[config.mk]
export PLATFORM = sky130hd
export DESIGN_NAME = mmap_rr_arbiter
export DESIGN_NICKNAME = d
export VERILOG_FILES = /design/src/rtl/mmap_arb_pkg.sv /design/src/rtl/mmap_rr_arbiter_rr_pick.sv /design/src/rtl/mmap_rr_arbiter.sv
export SDC_FILE = /design/constraint.sdc
export NUM_CORES = 1
export LEC_CHECK = 0
export ABC_AREA = 1
export CAP_MARGIN = 15
export CORE_MARGIN = 2
export CORE_UTILIZATION = 43
export DETAILED_ROUTE_END_ITERATION = 8
export HOLD_SLACK_MARGIN = 0.1
export MAX_ROUTING_LAYER = met4
export PLACE_DENSITY_LB_ADDON = 0.15
export SKIP_CTS_REPAIR_TIMING = 1
export SYNTH_ARGS = -nofsm -noshare
export SYNTH_HDL_FRONTEND = slang
export SYNTH_HIERARCHICAL = 1
export SYNTH_SLANG_ARGS = --single-unit
export TNS_END_PERCENT = 1
[constraint.sdc]
create_clock -name clk_i -period 10.2 [get_ports clk_i]
set_input_delay 2.04 -clock clk_i [delete_from_list [all_inputs] [get_ports clk_i]]
set_output_delay 2.04 -clock clk_i [all_outputs]
set_load 0.1 [all_outputs]
[src/rtl/mmap_arb_pkg.sv]
// Shared types and defaults for the mmap round-robin arbiter.
package mmap_arb_pkg;

    // Arbiter FSM states: waiting for a request, transfer in flight, completion pulse.
    typedef enum logic [1:0] {
        IDLE = 2'd0,
        BUSY = 2'd1,
        RESP = 2'd2
    } arb_state_e;

    // Read data returned to a master whose transfer was aborted by the watchdog.
    localparam logic [31:0] DEFAULT_ERR_RDATA = 32'hDEAD_BEEF;

endpackage

[src/rtl/mmap_rr_arbiter_rr_pick.sv]
// Combinational one-hot round-robin selector.
// Picks the first set request bit searching upward from ptr+1, wrapping around.
module rr_pick #(
    parameter int unsigned NUM_REQ = 2,
    parameter int unsigned PTR_W   = $clog2(NUM_REQ)
) (
    input  logic [NUM_REQ-1:0] req,
    input  logic [PTR_W-1:0]   ptr,
    output logic [NUM_REQ-1:0] grant
);

    logic [NUM_REQ-1:0]   base;
    logic [2*NUM_REQ-1:0] dbl_req;
    logic [2*NUM_REQ-1:0] dbl_gnt;
    int unsigned          nxt;

    // Doubled request vector: subtracting the one-hot start position isolates the
    // lowest request at or above it; the upper copy supplies the wrap-around case.
    always_comb begin
        nxt = 32'(ptr) + 32'd1;
        if (nxt >= NUM_REQ) begin
            nxt = 0;
        end
        for (int unsigned i = 0; i < NUM_REQ; i++) begin
            base[i] = (i == nxt);
        end
        dbl_req = {req, req};
        dbl_gnt = dbl_req & ~(dbl_req - {{NUM_REQ{1'b0}}, base});
        grant   = dbl_gnt[NUM_REQ-1:0] | dbl_gnt[2*NUM_REQ-1:NUM_REQ];
    end

endmodule

[src/rtl/mmap_rr_arbiter.sv]
// Round-robin arbiter sharing one mmap valid/ready port between NUM_REQ masters,
// with one transfer in flight and a watchdog that aborts hung transfers.
module mmap_rr_arbiter
    import mmap_arb_pkg::*;
#(
    parameter int unsigned NUM_REQ     = 2,
    parameter int unsigned TIMEOUT_CYC = 256,
    parameter logic [31:0] ERR_RDATA   = DEFAULT_ERR_RDATA
) (
    input  logic                 clk_i,
    input  logic                 rst_i,
    input  logic [NUM_REQ-1:0]   req_valid_i,
    input  logic [NUM_REQ*32-1:0] req_addr_i,
    input  logic [NUM_REQ*32-1:0] req_wdata_i,
    input  logic [NUM_REQ*4-1:0] req_wstrb_i,
    output logic [31:0]          req_rdata_o,
    output logic [NUM_REQ-1:0]   req_ready_o,
    output logic                 mst_valid_o,
    output logic [31:0]          mst_addr_o,
    output logic [31:0]          mst_wdata_o,
    output logic [3:0]           mst_wstrb_o,
    input  logic [31:0]          mst_rdata_i,
    input  logic                 mst_ready_i,
    output logic [NUM_REQ-1:0]   grant_o,
    output logic                 timeout_o
);

    localparam int unsigned     PTR_W   = $clog2(NUM_REQ);
    localparam int unsigned     CNT_W   = $clog2(TIMEOUT_CYC);
    localparam logic [PTR_W-1:0] PTR_RST = PTR_W'(NUM_REQ - 1);
    localparam logic [CNT_W-1:0] CNT_MAX = CNT_W'(TIMEOUT_CYC - 1);

    arb_state_e          state;
    logic [PTR_W-1:0]    ptr;
    logic [PTR_W-1:0]    win_idx;
    logic [CNT_W-1:0]    cnt;
    logic [NUM_REQ-1:0]  pick;
    logic [31:0]         sel_addr;
    logic [31:0]         sel_wdata;
    logic [3:0]          sel_wstrb;

    rr_pick #(
        .NUM_REQ (NUM_REQ),
        .PTR_W   (PTR_W)
    ) u_rr_pick (
        .req   (req_valid_i),
        .ptr   (ptr),
        .grant (pick)
    );

    // Route the winning master's payload and encode its index for the pointer.
    always_comb begin
        sel_addr  = '0;
        sel_wdata = '0;
        sel_wstrb = '0;
        win_idx   = '0;
        for (int unsigned i = 0; i < NUM_REQ; i++) begin
            if (pick[i]) begin
                sel_addr  = req_addr_i[32*i +: 32];
                sel_wdata = req_wdata_i[32*i +: 32];
                sel_wstrb = req_wstrb_i[4*i +: 4];
                win_idx   = PTR_W'(i);
            end
        end
    end

    // Arbitration FSM with payload latch, watchdog and registered responses.
    always_ff @(posedge clk_i or posedge rst_i) begin
        if (rst_i) begin
            state       <= IDLE;
            ptr         <= PTR_RST;
            cnt         <= '0;
            grant_o     <= '0;
            mst_valid_o <= 1'b0;
            mst_addr_o  <= '0;
            mst_wdata_o <= '0;
            mst_wstrb_o <= '0;
            req_rdata_o <= '0;
            req_ready_o <= '0;
            timeout_o   <= 1'b0;
        end else begin
            req_ready_o <= '0;
            timeout_o   <= 1'b0;
            case (state)
                IDLE: begin
                    if (|req_valid_i) begin
                        mst_addr_o  <= sel_addr;
                        mst_wdata_o <= sel_wdata;
                        mst_wstrb_o <= sel_wstrb;
                        grant_o     <= pick;
                        ptr         <= win_idx;
                        cnt         <= '0;
                        mst_valid_o <= 1'b1;
                        state       <= BUSY;
                    end
                end
                BUSY: begin
                    // Bridge completion takes priority over a watchdog expiring on the same cycle.
                    if (mst_ready_i) begin
                        req_rdata_o <= mst_rdata_i;
                        req_ready_o <= grant_o;
                        mst_valid_o <= 1'b0;
                        state       <= RESP;
                    end else if (cnt == CNT_MAX) begin
                        req_rdata_o <= ERR_RDATA;
                        req_ready_o <= grant_o;
                        timeout_o   <= 1'b1;
                        mst_valid_o <= 1'b0;
                        state       <= RESP;
                    end else begin
                        cnt <= cnt + 1'b1;
                    end
                end
                RESP: begin
                    grant_o <= '0;
                    state   <= IDLE;
                end
                default: begin
                    grant_o     <= '0;
                    mst_valid_o <= 1'b0;
                    state       <= IDLE;
                end
            endcase
        end
    end

endmodule

==> metrics, run 1 <==
remaining design rule violation count=0; cell area after technology mapping=0.005436 mm^2; number of antenna violations at the first check in global routing=0; startpoint types=primary input; static leakage power=3.869 nW; H-tree depth=4; peak supply drop=346.4 uV; die outline area=0.01356 mm^2; final hold violation count=0; vias in the first global route=5,749; register bit total from synthesis=117; worst reg-to-reg setup slack=7.22 ns; CTS Root Cell=clkbuf_16; number of max-slew violations in the final report=0; area added between synthesis and finish=62.39%; CP Class=primary input to flop; mean post-synth cell area=8.561 um^2; terminating pin of the worst hold path=req_rdata_o[22]; clock input transition at the sequential cells of the worst setup and hold paths=0.05 ns; Min-Delay Startpoint=req_rdata_o[22]; Worst Path Required=10.49 ns; final worst path period need=4.617 ns; transition time at the pin with the least slew margin=1.036 ns; fin util=0.7082; average wire length per cell after detail routing=17.15 um; FMAX=0.2166 GHz; FF-to-FF Start=ptr; count of buffer and inverter cells on the critical path=6; number of violations reported at the end of detailed-routing iteration 0=469; Min-Delay Path Depth=2; Final GP Congestion=0.8408; number of rows created at floorplan=41; Finish-stage setup viols=0; data arrival at the endpoint of the critical path=4.91 ns; kind of path behind the tightest hold check=flop to flop; detailed-route via count=5,719; library cell occupying the most area in the post-synthesis netlist=dfrtp_1; CTS tree=built; Net Count, Synth=811; cell area after placement=0.008207 mm^2; count of filler cells inserted in the layout=969; Global Route Usage Sum=0.2803; Critical Path Max Stage Delay=0.58 ns; fraction of final layout cells sized beyond drive strength 1=0.06229; global route overflow=0; Max-Cap Viols=0; Inserted Clock Buffers=17; number of I/O pins=279; Max Fanout on Critical Path=70; area share of the largest cell type after synthesis=0.5339; Post-Route WL=18,370 um; wire length of the first global-routing pass=28,200 um; sequential-to-total area share from yosys stat=0.5388; total power divided by cell area=404.2 mW/mm^2; average via count per standard cell=5.340; post-synth cell types=30; cell area after layout=0.008828 mm^2; final cycle utilization of the critical path=0.4527; kind of end point of the critical path=flop; Port Buf Inserts=278; number of cell instances on the worst register-to-register path=10; most frequent cell after synthesis=nand3_1; DR pass1 iterations=5; yosys warns=6; number of cells on the critical path=12; top cells by area, synth=dfrtp_1 53%, nand3_1 14%, nand2_1 8.5%; maximum number of pins on one net before global-route repair=108; endpoint of the lowest-slack register-to-register path=mst_addr_o[14]; latest clock arrival within the worst-skew pair=0.42 ns; Max-slew headroom=0.3075; gate count after technology mapping=635; core outline area=0.01247 mm^2; post-route ant nets=0; Die H=116.4 um; slowest CP cell=buf_4; result of the run=finished clean; number of buffers between clock root and the deepest sink=2; Final HPWL DP=12,370 um; Die Width=116.4 um; skew final=0.009287 ns; most common library cells after synthesis=152 x nand3_1, 123 x nand2_1, 116 x dfrtp_1, 73 x nor2_1, 68 x nand4_1; total number of nets in the final design=1,062; EDFF count, synth=0; setup repair after global routing missed its margin=no; prevailing post-synth register cell=dfrtp_1; sum of negative setup slack=0 ns; antenna diode count=0; proportion of synthesized flip-flops having asynchronous set or reset=1.000; list of cells traversed by the critical path=clkdlybuf4s50_1, inv_1, nand2_1, fa_1, inv_1, nand2_1, nand2_2, buf_4, inv_2, buf_12, nand4_1, nand3_1; cell family with the largest share of critical-path delay=buffers and inverters; clock sinks=117; initial cell density of the core=0.4361
==> worst reg2reg max path: cells and delay by family, from the launching register on <==
kind | cells | cell delay (ns)
buf+inv | 4 | 1.38
flops | 1 | 0.59
simple gates | 5 | 0.47
fa+ha+maj | 1 | 0.42
==> logic make-up (layout without fill, tap and decap cells) <==
| logic type | Yosys count | count (layout) | synth area share |
|---|---|---|---|
| and+or+nand+nor | 427 | 427 | 0.3696 |
| DFF | 117 | 117 | 0.5388 |
| buffers and inverters | 73 | 337 | 0.06674 |
| AOI/OAI and AO/OA | 13 | 13 | 0.01335 |
| adders and majority gates | 3 | 3 | 0.008285 |
| xor gates and xnor gates | 2 | 2 | 0.003223 |
==> flip-flops by register name (all words and copies together) (netlist names) <==
register     flops
cnt              8
mst_wdata_o     32
timeout_o        1
mst_valid_o      1
mst_wstrb_o      4
req_rdata_o     32
mst_addr_o      32
state            2
grant_o          2
ptr              1
req_ready_o      2
==> power by group <==
part / internal, mW / leakage [nW] / total [mW] / switching [mW]
combinational: 0.483 / 2.10 / 2.21 / 1.73
clock: 0.400 / 0.299 / 0.607 / 0.207
sequential: 0.644 / 1.47 / 0.751 / 0.107
total: 1.53 / 3.87 / 3.57 / 2.04
==> cells in the final DEF, fill, tap and decap left out, types with 2 or more instances in the layout <==
cell,n
clkinv_2,6
clkbuf_16,17
nand3_1,152
o21ai_1,5
nor2_2,2
nand2_1,122
clkdlybuf4s50_1,278
inv_4,2
inv_2,5
inv_1,14
ha_1,2
clkbuf_8,3
clkbuf_1,2
buf_4,5
bufinv_16,3
o21ai_0,3
nand4_1,68
nand2_2,3
nor2_4,2
dfrtp_1,116
nor2_1,73
xor2_1,2
==> worst max path at each step <==
| stage | startpoint | endpoint |
|---|---|---|
| after detailed placement | req_valid_i[0] | mst_addr_o[14] |
| after floorplan | rst_i | cnt[0] |
| after CTS | req_valid_i[0] | mst_addr_o[14] |
| final | req_valid_i[0] | mst_addr_o[14] |
| after global routing | req_valid_i[0] | mst_addr_o[14] |
| after global placement | req_valid_i[0] | mst_addr_o[14] |
==> per-stage QoR <==
step / hold slack [ns] / setup slack (ns) / power [mW] / std cells
after detailed placement: 0.4620 / 5.001 / 2.949 / 1038
after CTS: 0.4759 / 5.421 / 3.572 / 1070
final: 0.4721 / 5.583 / 3.569 / 1071
after global placement: 0.4551 / 5.008 / 2.920 / 1038
after global routing: 0.5017 / 5.384 / 3.718 / 1071
after floorplan: 0.4671 / 5.061 / 2.422 / 635
==> cell type report <==
cell class	count	area (um^2)	share of cell area
Clock buffer	22	474.2	0.05371
Clock inverter	10	127.6	0.01446
Inverter	21	83.83	0.009495
Multi-Input combinational cell	445	2158	0.2445
Sequential cell	117	2929	0.3318
Tap cell	172	215.2	0.02438
Timing Repair Buffer	284	2840	0.3217
==> routing by layer <==
metal	up-vias	wire length, um	GRT usage
met3	34	1333	0.07836
met4	0	484	0.1175
met5	-	0	-
li1	2669	-	-
met1	2739	7275	0.3296
met2	277	9274	0.4539
(Power assumes the default switching activity.)
==> run 2: changes to the inputs <==
--- a/config.mk
+++ b/config.mk
@@ -8,7 +8,7 @@
 export ABC_AREA = 1
 export CAP_MARGIN = 15
 export CORE_MARGIN = 2
-export CORE_UTILIZATION = 43
+export CORE_UTILIZATION = 40
 export DETAILED_ROUTE_END_ITERATION = 8
 export HOLD_SLACK_MARGIN = 0.1
 export MAX_ROUTING_LAYER = met4
==> constraint.sdc (replaced) <==
create_clock -name clk_i -period 4.65 [get_ports clk_i]
set_input_delay 0.93 -clock clk_i [delete_from_list [all_inputs] [get_ports clk_i]]
set_output_delay 0.93 -clock clk_i [all_outputs]
set_load 0.1 [all_outputs]
==> run 2 against run 1 <==
Utilization down 4.1 points. Clock skew shrank 0.00088 ns. Final cell count rose by 0.56%. Setup slack worse by 3.9 ns. Global-route usage fell by 2.5 points. Sequential share of layout area barely moved. Wire length decreased by 3.6%. Critical path depth shrank 4. First-iteration DRC count rose by 0.21%. Register-to-register slack got worse by 5.1 ns. Non-clock buffer count up 2. Die area rose by 7.2%. Highest routed layer unchanged.
==> metrics, run 2 (synthesis gave the netlist of run 1 again) <==
initial cell density of the core=0.4105; Min-Delay Path Depth=2; number of antenna violations at the first check in global routing=0; post-route ant nets=0; wire length of the first global-routing pass=28,220 um; Die Width=120.6 um; endpoint of the lowest-slack register-to-register path=mst_addr_o[10]; result of the run=finished clean; most used cells in the layout excluding fill and tap cells=278 x clkdlybuf4s50_1, 152 x nand3_1, 122 x nand2_1; worst reg-to-reg setup slack=2.17 ns; setup repair after global routing missed its margin=no; number of rows created at floorplan=42; Min-Delay Startpoint=req_rdata_o[4]; Final GP Congestion=0.8368; sum of negative setup slack=0 ns; maximum number of pins on one net before global-route repair=89; kind of end point of the critical path=flop; transition time at the pin with the least slew margin=1.079 ns; die outline area=0.01454 mm^2; Finish-stage setup viols=0; remaining design rule violation count=0; Worst Path Required=5.00 ns; Max-Cap Viols=0; data arrival at the endpoint of the critical path=3.36 ns; fraction of final layout cells sized beyond drive strength 1=0.06548; Post-Route WL=17,710 um; global route overflow=0; FF-to-FF Start=ptr; number of I/O pins=279; total number of nets in the final design=1,064; Global Route Usage Sum=0.2554; number of max-slew violations in the final report=0; DR pass1 iterations=5; startpoint types=primary input; number of violations reported at the end of detailed-routing iteration 0=470; Inserted Clock Buffers=17; core outline area=0.01324 mm^2; average wire length per cell after detail routing=16.44 um; skew final=0.008410 ns; registers with the most flip-flops=mst_addr_o x32, mst_wdata_o x32, req_rdata_o x32; leading cell type in the layout, fill and taps excluded=clkdlybuf4s50_1; clock input transition at the sequential cells of the worst setup and hold paths=0.05 ns; antenna diode count=0; CTS Root Cell=clkbuf_16; CP Class=primary input to flop; latest clock arrival within the worst-skew pair=0.41 ns; Port Buf Inserts=278; average via count per standard cell=5.211; H-tree depth=4; final hold violation count=0; Max Fanout on Critical Path=39; terminating pin of the worst hold path=req_rdata_o[4]; clock sinks=117; kind of path behind the tightest hold check=flop to flop; number of buffers between clock root and the deepest sink=2; final worst path period need=3.009 ns; detailed-route via count=5,612; area added between synthesis and finish=62.51%; number of cell instances on the worst register-to-register path=6; vias in the first global route=5,584; Max-slew headroom=0.2783; Die H=120.6 um; CTS tree=built; final cycle utilization of the critical path=0.6471; FMAX=0.3323 GHz; Final HPWL DP=12,330 um
run 2: final cells by class:
cell class                 count  area (um^2)
tap                          176        220.2
clock buffer                  19        442.9
clock inverter                13        133.9
fill                        1075         4408
sequential                   117         2929
timing repair buffer         286         2868
multi-input combinational    445         2158
inverter                      21        82.58
run 2: worst max-delay path by stage:
stage	to	cells after the start	start	slack [ns]
after detailed placement	mst_addr_o[29]	11	req_valid_i[0]	1.22
after global routing	mst_wdata_o[11]	11	req_valid_i[0]	1.50
after global placement	mst_wdata_o[13]	11	req_valid_i[0]	1.25
after CTS	mst_addr_o[29]	11	req_valid_i[0]	1.65
after floorplan	cnt[0]	1	rst_i	0.62
final	mst_addr_o[10]	8	req_valid_i[0]	1.64
run 2: per-stage QoR:
step	cell area, um^2	utilization	hold slack [ns]	std cells	worst slack [ns]
2_1_floorplan	5436	-	0.4671	635	0.6209
3_3_place_gp	8258	0.6236	0.4580	1045	1.254
3_5_place_dp	8258	0.6236	0.4623	1045	1.219
4_1_cts	8835	0.6671	0.4742	1077	1.645
5_1_grt	8835	0.6671	0.4921	1077	1.497
6_report	8835	0.6671	0.4702	1077	1.641
run 2: per-layer routing:
layer	global-route usage	vias to the layer above	part of all wire
met3	0.06887	39	0.081
met5	-	-	0
met2	0.4018	242	0.50
li1	-	2670	-
met4	0.1039	0	0.027
met1	0.3137	2661	0.40
run 2: critical path: stages:
cell and delay, ns:
clkdlybuf4s50_1 0.46, inv_1 0.13, nand2_1 0.08, fa_1 0.41, a21oi_4 0.74, buf_12 0.29, nand4_1 0.18, nand3_1 0.11
Power of run 2 is left out: the tool's default activity adds up to more than one toggle a clock period on the data nets, which glitch-free logic cannot reach.
==> run 3: changes to the inputs <==
--- a/config.mk
+++ b/config.mk
@@ -8,7 +8,7 @@
 export ABC_AREA = 1
 export CAP_MARGIN = 15
 export CORE_MARGIN = 2
-export CORE_UTILIZATION = 40
+export CORE_UTILIZATION = 36
 export DETAILED_ROUTE_END_ITERATION = 8
 export HOLD_SLACK_MARGIN = 0.1
 export MAX_ROUTING_LAYER = met4
==> constraint.sdc (replaced) <==
create_clock -name clk_i -period 2.7 [get_ports clk_i]
set_input_delay 0.54 -clock clk_i [delete_from_list [all_inputs] [get_ports clk_i]]
set_output_delay 0.54 -clock clk_i [all_outputs]
set_load 0.1 [all_outputs]
==> run 3 against run 2 <==
Setup slack worse by 1.1 ns. Cell area is 0.76% lower. Sequential cell count stayed put. Register-to-register slack worse by 1.5 ns. Worst hold slack better by 0.0098 ns. Non-clock buffer count is 6 higher. Via count is 1.3% higher. Global-route usage is 2.7 points lower. Clock skew is 0.0013 ns lower. Sequential share of layout area is 0.26 points higher. Critical path depth is 2 higher. Highest routed layer unchanged.
==> metrics, run 3 (synthesis gave the netlist of run 1 again) <==
result of the run=finished clean; antenna diode count=0; Max Fanout on Critical Path=69; FF-to-FF Start=ptr; CP Class=primary input to flop; clock input transition at the sequential cells of the worst setup and hold paths=0.05 ns; kind of path behind the tightest hold check=flop to flop; Port Buf Inserts=278; registers with the most flip-flops=mst_addr_o x32, mst_wdata_o x32, req_rdata_o x32; count of buffer and inverter cells on the critical path=4; Final HPWL DP=12,610 um; number of cell instances on the worst register-to-register path=8; Max-slew headroom=0.4609; skew final=0.007106 ns; setup slack after layout=0.5375 ns; Die Width=126.9 um; number of I/O pins=279; average wire length per cell after detail routing=16.47 um; average via count per standard cell=5.210; CTS tree=built; endpoint of the lowest-slack register-to-register path=mst_addr_o[6]; global route overflow=0; remaining design rule violation count=0; detailed-route via count=5,684; final cycle utilization of the critical path=0.8009; Critical Path Max Stage Delay=0.45 ns; number of buffers between clock root and the deepest sink=2; number of rows created at floorplan=44; slowest CP cell=clkdlybuf4s50_1; number of violations reported at the end of detailed-routing iteration 0=287; Max-Cap Viols=0; leading cell type in the layout, fill and taps excluded=clkdlybuf4s50_1; Post-Route WL=17,970 um; Worst Path Required=3.03 ns; CP Capture Point=mst_addr_o[6]; Final GP Congestion=0.8430; H-tree depth=4; count of filler cells inserted in the layout=1,265; Global Route Usage Sum=0.2284; kind of end point of the critical path=flop; post-route ant nets=0; data arrival at the endpoint of the critical path=2.49 ns; cell family with the largest share of critical-path delay=buffers and inverters; Die H=126.9 um; area added between synthesis and finish=61.27%; wire length of the first global-routing pass=28,590 um; fraction of final layout cells sized beyond drive strength 1=0.1863; worst slack at placement=0.1462 ns; transition time at the pin with the least slew margin=0.8069 ns; final worst path period need=2.162 ns; startpoint types=primary input; list of cells traversed by the critical path=clkdlybuf4s50_1, inv_1, nand2_1, fa_1, inv_1, nand2_1, nand2_2, buf_12, nand3_1, nand3_1; sum of negative setup slack=0 ns; CTS Root Cell=clkbuf_16; initial cell density of the core=0.3712; number of antenna violations at the first check in global routing=0; die outline area=0.01610 mm^2; total number of nets in the final design=1,070; FMAX=0.4624 GHz; most used cells in the layout excluding fill and tap cells=172 x clkdlybuf4s50_1, 152 x nand3_1, 122 x nand2_1; worst reg-to-reg setup slack=0.69 ns; Setup crit start=req_valid_i[0]; clock sinks=117; setup repair after global routing missed its margin=no; Finish-stage setup viols=0; vias in the first global route=5,621; core outline area=0.01464 mm^2; number of cells on the critical path=10; latest clock arrival within the worst-skew pair=0.40 ns; Inserted Clock Buffers=17; DR pass1 iterations=5; number of max-slew violations in the final report=0; maximum number of pins on one net before global-route repair=93; final hold violation count=0
-- run 3: changes by cell type in the layout (fill, tap and decap cells not counted), moves of 2 or more --
cell	before	now
buf_4	6	112
clkdlybuf4s50_1	278	172
buf_12	2	8
bufinv_16	2	5
clkbuf_1	1	3
clkinvlp_4	6	2
-- run 3: tightest hold or removal path, stage by stage, from the launching register on --
cell	delay [ns]
dfrtp_1	0.34
nand2_1	0.05
nand2_1	0.05
-- run 3: worst min-delay path by stage --
stage / depth (start not counted) / end / startpoint / slack, ns
finish: 2 / req_rdata_o[24] / req_rdata_o[24] / 0.48
global route: 2 / req_rdata_o[24] / req_rdata_o[24] / 0.50
CTS: 2 / req_rdata_o[14] / req_rdata_o[14] / 0.48
detailed placement: 2 / req_rdata_o[24] / req_rdata_o[24] / 0.47
global placement: 2 / req_rdata_o[17] / req_rdata_o[17] / 0.46
floorplan: 2 / cnt[1] / cnt[1] / 0.47
-- run 3: layout make-up --
type,count,area (um^2),area share
clock inverters,10,177.7,0.02027
repair buffers,292,2723,0.3105
well taps,184,230.2,0.02626
multi-input cells,445,2158,0.2462
clock buffers,22,464.2,0.05295
inverters,21,85.08,0.009705
flip-flops and latches,117,2929,0.3341
-- run 3: per-layer routing --
metal  up-vias  global-route usage  share of wire
li1       2688                   -              -
met1      2726              0.2729           0.40
met2       238              0.3776           0.51
met3        32             0.05146          0.066
met4         0             0.08856          0.024
met5         -                   -              0
-- run 3: stage by stage --
stage | instance area (um^2) | cells | hold slack (ns) | util
finish | 8767 | 1091 | 0.4800 | 0.5987
global route | 8767 | 1091 | 0.5014 | 0.5987
CTS | 8767 | 1091 | 0.4824 | 0.5987
detailed placement | 8125 | 1059 | 0.4654 | 0.5549
global placement | 8125 | 1059 | 0.4608 | 0.5549
floorplan | 5440 | 635 | 0.4671 | -
Power of run 3 is left out for the same reason.
